==> src/rtl/ones_generator.sv <==
// Thermometer-code generator: shifts one '1' per cycle into a WIDTH-bit word
// until it holds min(cnt, WIDTH) set low-order bits, then pulses done.
//
// state   | meaning
// --------+-----------------------------------------------------------
// IDLE    | waiting for go; out/ovf hold the previous result
// RUN     | shifting in ones until the captured count reaches zero
// DONE    | one-cycle done pulse; out/ovf valid
module ones_generator #(
    parameter int WIDTH = 8
) (
    input  logic                       clk,
    input  logic                       rst,
    input  logic                       go,
    input  logic [$clog2(WIDTH+1)-1:0] cnt,
    output logic                       busy,
    output logic                       done,
    output logic                       ovf,
    output logic [WIDTH-1:0]           out
);

    localparam int CW = $clog2(WIDTH + 1);
    localparam logic [CW-1:0] WIDTH_C = CW'(WIDTH);
    localparam logic [CW-1:0] ONE_C   = CW'(1);

    localparam logic [1:0] ST_IDLE = 2'd0;
    localparam logic [1:0] ST_RUN  = 2'd1;
    localparam logic [1:0] ST_DONE = 2'd2;

    logic [1:0]       state_q, state_d;
    logic [WIDTH-1:0] num_q, num_d;
    logic [CW-1:0]    ctr_q, ctr_d;
    logic             ovf_q, ovf_d;
    logic             cnt_over;

    assign cnt_over = (cnt > WIDTH_C);

    always_comb begin
        state_d = state_q;
        num_d   = num_q;
        ctr_d   = ctr_q;
        ovf_d   = ovf_q;
        case (state_q)
            ST_IDLE: begin
                if (go) begin
                    ctr_d   = cnt_over ? WIDTH_C : cnt;
                    ovf_d   = cnt_over;
                    num_d   = '0;
                    state_d = ST_RUN;
                end
            end
            ST_RUN: begin
                if (ctr_q != '0) begin
                    num_d = {num_q[WIDTH-2:0], 1'b1};
                    ctr_d = ctr_q - ONE_C;
                end else begin
                    state_d = ST_DONE;
                end
            end
            ST_DONE: begin
                state_d = ST_IDLE;
            end
            default: begin
                state_d = ST_IDLE;
            end
        endcase
    end

    always_ff @(posedge clk or posedge rst) begin
        if (rst) begin
            state_q <= ST_IDLE;
            num_q   <= '0;
            ctr_q   <= '0;
            ovf_q   <= 1'b0;
        end else begin
            state_q <= state_d;
            num_q   <= num_d;
            ctr_q   <= ctr_d;
            ovf_q   <= ovf_d;
        end
    end

    assign busy = (state_q == ST_RUN) || (state_q == ST_DONE);
    assign done = (state_q == ST_DONE);
    assign ovf  = ovf_q;
    assign out  = num_q;

endmodule

==> config.mk <==
export PLATFORM = sky130hd
export DESIGN_NAME = ones_generator
export DESIGN_NICKNAME = d
export VERILOG_FILES = /design/src/rtl/ones_generator.sv
export SDC_FILE = /design/constraint.sdc
export NUM_CORES = 1
export LEC_CHECK = 0
export ABC_AREA = 1
export CORE_MARGIN = 5
export CORE_UTILIZATION = 40
export DETAILED_ROUTE_END_ITERATION = 7
export PLACE_DENSITY = 0.68
export SLEW_MARGIN = 20
export SYNTH_ARGS = -nofsm -noshare
export SYNTH_HDL_FRONTEND = slang
export SYNTH_SLANG_ARGS = --single-unit
export TNS_END_PERCENT = 5
==> constraint.sdc <==
create_clock -name clk -period 1.2 [get_ports clk]
set_input_delay 0.24 -clock clk [delete_from_list [all_inputs] [get_ports clk]]
set_output_delay 0.24 -clock clk [all_outputs]
set_load 0.02 [all_outputs]
# ---- After elaboration in Yosys (flattened, before gate mapping)
# Cells that the tools add are included.
dict set report word_totals {
  rom_bits 0
  latch_bits 0
  memories 0
  output_inout_bits 11
  mem_bits_rw 0
  ff_bits 15
}
dict set report op_classes {
  n_addsub 1
  n_mux 10
  order_cmp 1
  shifts 0
  div 0
  eq_ne 5
  n_reduce_logical 7
  n_bitwise 0
  mul 0
}
# operator count
set op_table {}
lappend op_table {{8-bit 2-to-1 mux} 2}
lappend op_table {{8-bit one-hot mux with 2 select lines} 1}
lappend op_table {{4-bit 2-to-1 mux} 3}
lappend op_table {{4-bit one-hot mux with 2 select lines} 1}
lappend op_table {{2-bit != test, second input constant} 3}
lappend op_table {{4-bit > comparator, second input constant} 1}
lappend op_table {{2-bit 2-to-1 mux} 2}
lappend op_table {{2-bit one-hot mux with 2 select lines} 1}
lappend op_table {{2-bit AND reduction} 2}
lappend op_table {{4-bit nonzero test} 1}
lappend op_table {{4-bit by 1-bit subtractor with 4-bit output, second input constant} 1}
lappend op_table {{3-bit AND reduction} 1}
lappend op_table {{2-bit by 1-bit == test with 1-bit output, second input constant} 1}
lappend op_table {{2-bit == test, second input constant} 1}
lappend op_table {{2-bit logical NOT} 1}
lappend op_table {{2-bit nonzero test} 1}
lappend op_table {{1-bit logical OR} 1}

# ---- Longest topological paths before layout
# Gate-level depths: netlist (run 1).
dict set report depth {
  word_depth 4
  mapped_depth 8
  depth_no_buf 7
}

# ---- Least setup slack after synthesis (run 1)
# OpenSTA, ideal clock, no wires.
dict set report synth_timing {
  path_kind {reg2reg}
  start {register state_q[1]}
  end {register num_q[4] (netlist: out[4])}
  setup_slack_ns -0.081
  stages_incl_launch_ff 8
  n_path_buf 1
  setup_ns 0.074
  arrival_ns 1.206
  cell_sequence {dfrtp_1 > inv_1 > ha_1 > buf_6 > or2_4 > nand3_4 > nand2_1 > o21ai_2}
}
dict set report synth_between {
  elab_chain_cells 3
  elab_cells_between_ends 7
  cone_classes {eq/ne: 3; mux: 1; reduce/logical: 3}
}
# item line
set synth_lines {}
lappend synth_lines {{start: declaration} 30} ;# logic [1:0] state_q, state_d;
lappend synth_lines {{start signal: assignment} 76} ;# state_q <= state_d;
lappend synth_lines {{2-bit by 1-bit == test with 1-bit output / 2-bit logical NOT (equally long branches)} 43} ;# case (state_q)
lappend synth_lines {{2-bit != test (no source line) / 2-bit nonzero test (equally long branches)} --}
lappend synth_lines {{3-bit AND reduction (no source line)} --}
lappend synth_lines {{end signal: assignment} 77} ;# num_q <= num_d;
lappend synth_lines {{end: declaration} 31} ;# logic [WIDTH-1:0] num_q, num_d;
# Several ways; a longest one is shown, not always the timed one.
# A chain may end at the register's enable or synchronous reset.

# ---- Worst setup path after layout (run 1)
dict set report layout_timing {
  start {register state_q[1]}
  end {register num_q[1] (netlist: out[1])}
}
# Same word-level chain as after synthesis.

==> results.cfg, run 1 <==
[status]
status = finished, violations left
violations = setup timing

[route]
drtIter0Drc = 3
vias_per_cell = 4.57
dr.pass1.iters = 3
drc_errors = 0
wl_um = 1740
ant_nets = 0
vias = 713
wl_per_cell_um = 11.1

[sta]
timing.fmax_mhz = 737
hold_viol = 0
tightest_slew_ns = 0.211
min_period_ns = 1.36
tns_ns = -1.87
slew_violations = 0
relSlewSlack = 0.858
min_period_over_period = 1.13
finClkSkew_ns = 0.00107
setup_ws_ns = -0.156
finalSetupViolations = 14
rsz0062_at_grt = yes

[critical_path]
r2r-start = state_q[1]
path_class = register to register
worstPathArrival_ns = 1.58
rr_worst_depth = 7
r2r_end = out[1]
cp.required_ns = 1.42
worstSetupStartpointType = register
worstSetupEndpointType = register
r2r_slack_ns = -0.16
critPathMaxFanout = 10

[clock_network]
cts_htree_levels = 1
clk_latency_ns = 0.28
cts_sinks = 15
clk_pin_slew_worst_paths_ns = 0.08
cts_tree = done
root_buffer = clkbuf_4
clockBufferDepth = 2
cts_buffers = 3

[global_route]
grt-ovfl-total = 0
grt_use_met3 = 0.0518
grt_usage = 0.147
antenna_found_initial = 0
grt.busiest_layer = met2
grt_max_degree = 16
grtUsageMet2 = 0.268
use_met1 = 0.155
grt_pass1_vias = 765
grt_pass1_wl_um = 3110

[die]
die_h_um = 54.6
rows = 16
io_pins = 18
die_area_um2 = 2980
die_x_um = 54.6
core_um2 = 1920
start_util = 0.414

[synthesis]
synth_top_family_by_area = simple AND/OR/NAND/NOR gates
synth_area_per_cell_um2 = 8.47
synth.area.top_cells = dfrtp_1 47%, nand2_1 17%, ha_1 7.9%
synthCells = 94
synth_compound_area_frac = 0.0849
synth_nets = 106
synth_top_area_share = 0.472
synthXorXnorAreaFrac = 0.0110
yosysUniqueCellTypes = 18
ys_ff_latch = 15
synth_area_um2 = 796
yosysTopAreaCell = dfrtp_1
yosys.area_share.simple = 0.283
synthAdderAreaFrac = 0.0786
yosys_warnings = 0
synthMuxAreaShare = 0
synth-seq-area-share = 0.472

[power]
vdd_drop_max_v = 0.00172
power_density_nw_per_um2 = 2710
power.leakage_nw = 0.596

[finish]
multiInputGateArea_um2 = 422
mostFrequentLayoutCell = nand2_1
drive_above_1_share = 0.372
finish.utilization = 0.598
register_area_um2 = 375
layout_common_cells = 32 x nand2_1, 15 x dfrtp_1, 15 x buf_4, 10 x inv_1
fin_nets = 142
area_growth_syn_to_layout_pct = 44.3
nFillCells = 178
diodes = 0

[placed_design]
port_buffers = 17
dp_hpwl_um = 1310
place_ws_ns = -0.334
routabilityCongestion = 0.796

[job]
maxCapViolCount = 0

[min_path]
hp-class = input pin to asynchronous set/reset pin
-- worst max path at each step --
stage,startpoint,to,cells past startpoint
final,state_q[1],out[1],7
after global routing,state_q[1],out[5],7
after CTS,state_q[0],busy,3
after detailed placement,state_q[1],busy,3
after global placement,state_q[0],busy,3
after floorplan,state_q[1],out[4],7
-- synthesized netlist by cell type --
cell / n
nand3_4: 1
xnor2_1: 1
o31ai_1: 1
a22oi_1: 1
nand2_1: 36
or2_4: 1
nand3_2: 2
o21ai_2: 2
o21ai_0: 6
ha_1: 5
nand4_1: 1
nand3_1: 4
buf_6: 1
dfrtp_1: 15
nor2_1: 3
inv_1: 12
a21oi_1: 1
nand2_2: 1
-- metal layers --
metal  share of wire  wire length [um]
met5               0                 0
met4          0.0058                10
met1            0.40               697
met2            0.54               945
met3           0.048                84
-- per-stage QoR --
step | cells | hold WS [ns] | power [mW] | instance area (um2)
6_report | 156 | 0.252 | 3.12 | 1150
2_1_floorplan | 94 | 0.141 | 2.03 | 816
5_1_grt | 156 | 0.278 | 3.42 | 1150
3_5_place_dp | 152 | 0.460 | 2.78 | 1120
3_3_place_gp | 152 | 0.454 | 2.72 | 1120
4_1_cts | 156 | 0.257 | 3.18 | 1180
-- repair_timing --
item / CTS / global route
buffers inserted: 0 / 0
pin swaps: 5 / 0
cloned: 0 / 0
endpoints found under the hold margin: 0 / 0
endpoints found under the setup margin: 25 / 23
hold buffers: 0 / 0
resized for setup: 44 / 10
-- cell families (layout without fill, tap and decap cells) --
kind of cell             after synthesis  after routing
adder cells (fa/ha/maj)                5              5
buffers and inverters                 13             48
AND/OR/NAND/NOR                       49             49
flip-flops                            15             15
AO/OA/AOI/OAI                         11             11
XOR/XNOR                               1              1
-- flip-flops by register name (all words and copies together), names as in the netlist --
register  count
out           8
ctr_q         4
state_q       2
ovf           1
-- layout make-up --
cell class                 count  share of cell area
multi-input combinational     66               0.367
sequential                    15               0.327
timing repair buffer          32               0.215
inverter                      12              0.0392
tap                           27              0.0294
clock buffer                   4              0.0229
-- report_power, final --
| part | switching, mW | leakage (nW) | total [mW] | internal (mW) |
|---|---|---|---|---|
| Combinational | 1.11 | 0.386 | 2.02 | 0.905 |
| Clock | 0.155 | 0.0150 | 0.284 | 0.129 |
| Sequential | 0.116 | 0.195 | 0.815 | 0.699 |
| Total | 1.38 | 0.596 | 3.12 | 1.73 |
-- worst max-delay path, stage by stage, from the launching register on --
cell	delay, ns
dfrtp_1	0.37
inv_2	0.06
buf_4	0.14
ha_4	0.19
or2_4	0.24
nand3_4	0.15
nand2_1	0.08
nand2_1	0.07
Power figures use the tool's default switching activity.
==> inputs of run 2 (changes only) <==
RECOVER_POWER = 100   (was not set)
SLEW_MARGIN = 30   (was 20)
==> run 2 against run 1 <==
Effect of this change: the run still ends with setup timing left; die area unchanged; critical endpoint unchanged; critical path depth unchanged; highest routed layer unchanged; via count up 0.42%; non-clock buffer count unchanged.
==> results.cfg, run 2 (synthesis results as in run 1) <==
[status]
violations = setup timing
status = finished, violations left

[finish]
mostFrequentLayoutCell = nand2_1
register_area_um2 = 375
fin_area_um2 = 1140
nFillCells = 180
fin_nets = 142
area_growth_syn_to_layout_pct = 43.7
layout_common_cells = 32 x nand2_1, 15 x dfrtp_1, 14 x buf_4, 10 x inv_1, 7 x clkbuf_2
drive_above_1_share = 0.357
largest_reg_flops = 8
multiInputGateArea_um2 = 422
diodes = 0

[power]
internal_power_mw = 1.73
vdd_drop_max_v = 0.00172
comb_power_share = 0.646
seq_power_share = 0.263
finalPower_mw = 3.11
power_density_nw_per_um2 = 2720
clock_power_share = 0.091
power.leakage_nw = 0.586
swShare = 0.445
switchingPower_mw = 1.38

[placed_design]
place_ws_ns = -0.334
port_buffers = 17
routabilityCongestion = 0.796
placed_area_um2 = 1120
dp_hpwl_um = 1310

[critical_path]
path_class = register to register
cp_cell_sequence = inv_2 -> buf_4 -> ha_4 -> or2_4 -> nand3_4 -> nand2_1 -> nand2_1
worstPathArrival_ns = 1.58
startpoint = state_q[1]
crit_top_cell = nand2_1
critPathTopFamily = simple AND/OR/NAND/NOR gates
worstSetupEndpointType = register
max_stage_delay_ns = 0.37
crit_buf_inv = 2
cp.required_ns = 1.42
cp_slowest_cell = dfrtp_1
worstSetupStartpointType = register
critPathMaxFanout = 10
r2r-start = state_q[1]

[global_route]
grt-ovfl-total = 0
grt_max_degree = 16
grt_usage = 0.147
grt_pass1_wl_um = 3110
grt_pass1_vias = 765
antenna_found_initial = 0

[clock_network]
cts_sinks = 15
root_buffer = clkbuf_4
cts_setup_buffers = 0
clockBufferDepth = 2
cts_buffers = 3
cts_tree = done
clk_pin_slew_worst_paths_ns = 0.08
clk_latency_ns = 0.28
cts_htree_levels = 1

[route]
wl_per_cell_um = 11.1
drc_errors = 0
vias = 716
dr.pass1.iters = 3
wl_um = 1730
drtIter0Drc = 3
ant_nets = 0
vias_per_cell = 4.59

[sta]
slew_violations = 0
setup_ws_ns = -0.156
relSlewSlack = 0.755
min_period_over_period = 1.13
tns_ns = -1.87
hold_viol = 0
finClkSkew_ns = 0.000975
whs_ns = 0.447
tightest_slew_ns = 0.367
min_period_ns = 1.36
finalSetupViolations = 14
timing.fmax_mhz = 737
rsz0062_at_grt = yes

[min_path]
hp-class = input pin to asynchronous set/reset pin

[job]
maxCapViolCount = 0

[die]
die_area_um2 = 2980
start_util = 0.414
die_x_um = 54.6
core_um2 = 1920
die_h_um = 54.6
rows = 16
io_pins = 18
-- run 2: changes by cell type in the layout (fill, tap and decap cells not counted), sizes merged --
cell,delta
clkdlybuf4s50,-1
clkbuf,+7
buf,-7
dlygate4sd3,+1
-- run 2: per-stage QoR --
step                cells   util
CTS                   156  0.617
floorplan              94      -
detailed placement    152  0.583
finish                156  0.595
global placement      152  0.583
global route          156  0.595
-- run 2: worst paths after layout --
| path | to | depth (start not counted) | slack (ns) |
|---|---|---|---|
| setup / recovery | out[1] | 7 | -0.16 |
| hold reg to reg | out[7] | 2 | 0.47 |
| min in group clk | out[7] | 2 | 0.47 |
| setup reg to reg | out[1] | 7 | -0.16 |
| hold / removal | out[7] | 3 | 0.45 |
| max in group asynchronous | ctr_q[1] | 3 | 0.49 |
-- run 2: what timing repair did --
item,in CTS,in global routing
resized for setup,44,10
setup endpoints to repair,25,23
hold buffers,0,0
pin swaps,5,0
-- run 2: final cells by class --
| class | instances | area share |
|---|---|---|
| multi-input combinational | 66 | 0.369 |
| sequential | 15 | 0.328 |
| timing repair buffer | 32 | 0.211 |
| inverter | 12 | 0.0394 |
| tap | 27 | 0.0295 |
| clock buffer | 4 | 0.0230 |
-- run 2: worst register-to-register path, cell delays in order, from the launching register on --
cell     delay (ns)
dfrtp_1        0.37
inv_2          0.06
buf_4          0.14
ha_4           0.19
or2_4          0.24
nand3_4        0.15
nand2_1        0.08
nand2_1        0.07
-- run 2: power groups by stage --
| stage | Clock, mW | Sequential [mW] | Combinational, mW |
|---|---|---|---|
| 2_1_floorplan | 0 | 0.951 | 1.08 |
| 3_3_place_gp | 0 | 0.818 | 1.90 |
| 3_5_place_dp | 0 | 0.830 | 1.95 |
| 4_1_cts | 0.299 | 0.818 | 2.06 |
| 5_1_grt | 0.320 | 0.847 | 2.25 |
| 6_report | 0.284 | 0.818 | 2.01 |
-- run 2: routing by layer --
| metal | GRT usage | vias up | part of all wire |
|---|---|---|---|
| li1 | - | 367 | - |
| met1 | 0.155 | 337 | 0.41 |
| met2 | 0.268 | 10 | 0.54 |
| met3 | 0.0518 | 2 | 0.044 |
| met5 | 0 | - | 0 |
| met4 | 0.0456 | 0 | 0.0058 |
==> RTL edit 1: new RTL, settings of run 1 <==
Add an input register stage for `go` and `cnt`, without a reset; this delays them by one clock.
--- a/src/rtl/ones_generator.sv
+++ b/src/rtl/ones_generator.sv
@@ -27,13 +27,21 @@
     localparam logic [1:0] ST_RUN  = 2'd1;
     localparam logic [1:0] ST_DONE = 2'd2;
 
+    logic go_q;
+    logic [$clog2(WIDTH+1)-1:0] cnt_q;
+
+    always_ff @(posedge clk) begin
+        go_q  <= go;
+        cnt_q <= cnt;
+    end
+
     logic [1:0]       state_q, state_d;
     logic [WIDTH-1:0] num_q, num_d;
     logic [CW-1:0]    ctr_q, ctr_d;
     logic             ovf_q, ovf_d;
     logic             cnt_over;
 
-    assign cnt_over = (cnt > WIDTH_C);
+    assign cnt_over = (cnt_q > WIDTH_C);
 
     always_comb begin
         state_d = state_q;
@@ -42,8 +50,8 @@
         ovf_d   = ovf_q;
         case (state_q)
             ST_IDLE: begin
-                if (go) begin
-                    ctr_d   = cnt_over ? WIDTH_C : cnt;
+                if (go_q) begin
+                    ctr_d   = cnt_over ? WIDTH_C : cnt_q;
                     ovf_d   = cnt_over;
                     num_d   = '0;
                     state_d = ST_RUN;
Formal check against the unedited RTL: not equivalent (Yosys sat finds a counterexample within 4 cycles, from zero or initial values and one cycle with rst high).
==> RTL edit 1 against run 1 <==
The flow still finishes with violations (negative setup slack). Sequential power is 21% higher. Non-clock buffer count is 8 higher. Setup slack got worse by 49 ps. Largest cell class is now flip-flops and latches. Sequential share of layout area rose by 2.8 points. Final cell count is 9.6% higher. Area after synthesis up 13%. Die area is 10% higher. Final area up 17%. Routed wire length rose by 19%. Total power grew 21%. Clock power grew 39%. Sequential cell count rose by 5.
==> RTL edit 1: results (changes against run 1) <==
| Metric | Value |
|---|---|
| Layout cells sized above 1 | `41.96% (+4.7 points)` |
| Yosys cell types | `19 (+1)` |
| Critical path endpoint | `busy` |
| Met3 wire len | `127 µm (+51%)` |
| Max VDD drop | `2.065 mV (+20%)` |
| Vias per cell | `4.626 (+1.2%)` |
| Most frequent cells after synthesis | `nand2_1 (36), dfrtp_1 (15), inv_1 (12)` |
| Clock power share | `10.5% (+1.4 points)` |
| Top post-synthesis cells by area | `dfrtp_1 (42%), nand2_1 (15%), dfxtp_1 (11%)` |
| Static leakage | `0.6958 nW (+17%)` |
| Worst R2R Path Depth | `8 (+1)` |
| Setup Viol. Count Final | `16 (+2)` |
| Crit path launch | `state_q[0]` |
| Dpl cell area | `1252 µm² (+12%)` |
| Ys async rst share | `75.00% (-25 points)` |
| Met2 global-route usage | `22.84% (-3.9 points)` |
| Routing usage on met1 | `14.06% (-1.5 points)` |
| Status | `complete, but fails checks` |
| Power Internal | `2.165 mW (+25%)` |
| WL final | `2063 µm (+19%)` |
| Initial DRC count | `14 (+11)` |
| Worst Setup Slack, final | `-205.3 ps (-48.99 ps)` |
| First-pass GRT wire length | `3201 µm (+2.9%)` |
| Sequential fraction of the synthesis area | `53.07% (+5.9 points)` |
| Setup Skew | `7.274 ps (+6.206 ps)` |
| Crit path max fanout | `3 (-7)` |
| Worst-Skew Late Latency | `310 ps (+30 ps)` |
| DRT Pass-1 Iters | `4 (+1)` |
| Met2 WL post-DR | `1029 µm (+8.9%)` |
| Logic pwr share | `63.3% (-1.4 points)` |
| Setup TNS | `-2634 ps (-766.0 ps)` |
| Via Count | `791 (+11%)` |
| WHS | `225.5 ps (-26.55 ps)` |
| Worst path max stage delay | `410 ps (+40 ps)` |
| Routing usage on met3 | `2.715% (-2.5 points)` |
| Final design utilization | `61.82% (+2.1 points)` |
| Pin count of the biggest net entering global routing | `16 (unchanged)` |
| RR Endpoint | `ctr_q[1]` |
| Worst-path clk slew | `110 ps (+30 ps)` |
| Clock Power | `395 µW (+39%)` |
| Number of global-route vias before repair | `769 (+0.52%)` |
| DP Worst Slack | `-342.7 ps (-9.002 ps)` |
| Complex-gate fraction of the synthesized area | `7.542% (-0.95 points)` |
| WP data arrival | `1170 ps (-410 ps)` |
| Failing checks | `negative setup slack` |
| DP HPWL | `1373 µm (+5.1%)` |
| Avg Cell Area, Syn | `9.049 µm² (+6.9%)` |
| RD Place Congestion | `0.6993 (-12%)` |
| Adder-Cell Fraction of Synth Area | `6.983% (-0.88 points)` |
| Synth Area in XOR/XNOR | `0.9777% (-0.12 points)` |
==> RTL edit 1: area by class of cell <==
type	count	area, µm²
Inverter	12	47.55
Clock buffer	4	36.28
Fill cell	188	828.3
Tap cell	28	35.03
Timing Repair Buffer	40	307.8
Sequential cell	20	475.5
Multi-Input combinational cell	67	439.2
==> RTL edit 1: timing repair <==
item | CTS | global route
setup endpoints to repair | 25 | 17
resized for setup | 57 | 7
pin swaps | 4 | 7
setup buffers | 1 | 3
cloned | 0 | 1
hold buffers | 0 | 0
==> RTL edit 1: kinds of logic (layout without fill, tap and decap cells) <==
kind of cell | after synthesis | count (layout)
AND/OR/NAND/NOR | 49 | 50
flip-flops | 20 | 20
buffers and inverters | 13 | 56
AO/OA/AOI/OAI | 11 | 11
adder cells (fa/ha/maj) | 5 | 5
XOR/XNOR | 1 | 1
==> RTL edit 1: worst min-delay path, stage by stage <==
cell             delay (ps)
clkdlybuf4s50_1         400
inv_1                    50
buf_4                   220
==> RTL edit 2: new RTL, settings of run 1 <==
Without the edit above. Change the parameter `WIDTH` from 8 to 16.
--- a/src/rtl/ones_generator.sv
+++ b/src/rtl/ones_generator.sv
@@ -7,7 +7,7 @@
 // RUN     | shifting in ones until the captured count reaches zero
 // DONE    | one-cycle done pulse; out/ovf valid
 module ones_generator #(
-    parameter int WIDTH = 8
+    parameter int WIDTH = 16
 ) (
     input  logic                       clk,
     input  logic                       rst,
Ports: changed (resized cnt and out); port bits go from 18 to 27. No check against the original RTL was run, so the function may have changed too.
==> RTL edit 2 against run 1 <==
The run still ends with negative setup slack left. Clock skew hardly changed. Setup slack worse by 120 ps. Final cell count is 59% higher. Critical path type is now reg2out. Area after synthesis is 56% higher. Final area is 62% higher. Largest power group unchanged. Total power is 49% higher. Routed wire length is 77% higher. Count of clock-buffer cells in the layout is 1 lower. Via count is 62% higher. Sequential cell count is 9 higher. Register-to-register slack worse by 100 ps.
==> RTL edit 2: results (changes against run 1) <==
| Metric | Value |
|---|---|
| Status | `complete, but fails checks` |
| Failing checks | `negative setup slack` |
| Switch Pwr | `1.996 mW (+44%)` |
| Worst Setup Slack, final | `-274.4 ps (-118.1 ps)` |
| # resized after CTS | `88 (+100%)` |
| Synthesized Nets | `158 (+49%)` |
| Worst R2R Path Depth | `9 (+2)` |
| Complex-gate fraction of the synthesized area | `6.344% (-2.1 points)` |
| WL final | `3077 µm (+77%)` |
| Yosys cell types | `19 (+1)` |
| Power Combinational | `2.86 mW (+42%)` |
| DP HPWL | `2050 µm (+57%)` |
| Initial DRC count | `60 (+57)` |
| Slew @ Worst Pin | `225.7 ps (+14.22 ps)` |
| Static leakage | `1.000 nW (+68%)` |
| R2r setup slk | `-260 ps (-100 ps)` |
| Seq pwr share | `25.5% (-0.7 points)` |
| Setup Viol. Count Final | `25 (+11)` |
| Layout cells sized above 1 | `42.16% (+4.9 points)` |
| Crit path launch | `state_q[0]` |
| Crit path max fanout | `3 (-7)` |
| RD Place Congestion | `0.7744 (-2.8%)` |
| Number of global-route vias before repair | `1162 (+52%)` |
| Worst-Skew Late Latency | `310 ps (+30 ps)` |
| Mapped Cells | `145 (+54%)` |
| Sequential fraction of the synthesis area | `48.34% (+1.2 points)` |
| Top post-synthesis cells by area | `dfrtp_1 (48%), nand2_1 (15%), nand3_1 (8.5%)` |
| Pin count of the biggest net entering global routing | `25 (+9)` |
| RR Endpoint | `out[11]` |
| Max VDD drop | `1.161 mV (-32%)` |
| WHS | `226.3 ps (-25.79 ps)` |
| Worst-path clk slew | `140 ps (+60 ps)` |
| Setup Skew | `1.173 ps (+0.1043 ps)` |
| Synth top area share | `48.34% (+1.2 points)` |
==> RTL edit 2: worst min path at each step <==
stage,startpoint,endpoint,cells after the start
floorplan,rst,ctr_q[0],1
global placement,ovf,ovf,2
detailed placement,ovf,ovf,2
CTS,rst,out[1],3
global route,rst,out[12],3
finish,rst,out[0],3
==> RTL edit 2: final cells by class <==
class,instances,area (µm²)
Fill cell,262,1169
Multi-Input combinational cell,103,631.9
Sequential cell,24,600.6
Timing Repair Buffer,58,455.4
Inverter,15,63.81
Tap cell,44,55.05
Clock inverter,1,30.03
Clock buffer,3,22.52
==> RTL edit 2: worst reg2reg max path, stage by stage, from the launching register on <==
cell and delay (ps):
dfrtp_1 460, inv_2 90, ha_4 180, inv_4 50, nor2_4 30, inv_2 100
nand3_4 150, clkbuf_16 200, nand3_1 60, nand2_1 50
==> RTL edit 2: routing by layer <==
layer,global-route usage (%),vias up,routed length (µm)
met5,0,-,0
met4,5.440,0,40
met3,1.026,4,97
met2,26.66,22,1629
met1,18.12,548,1310
li1,-,583,-
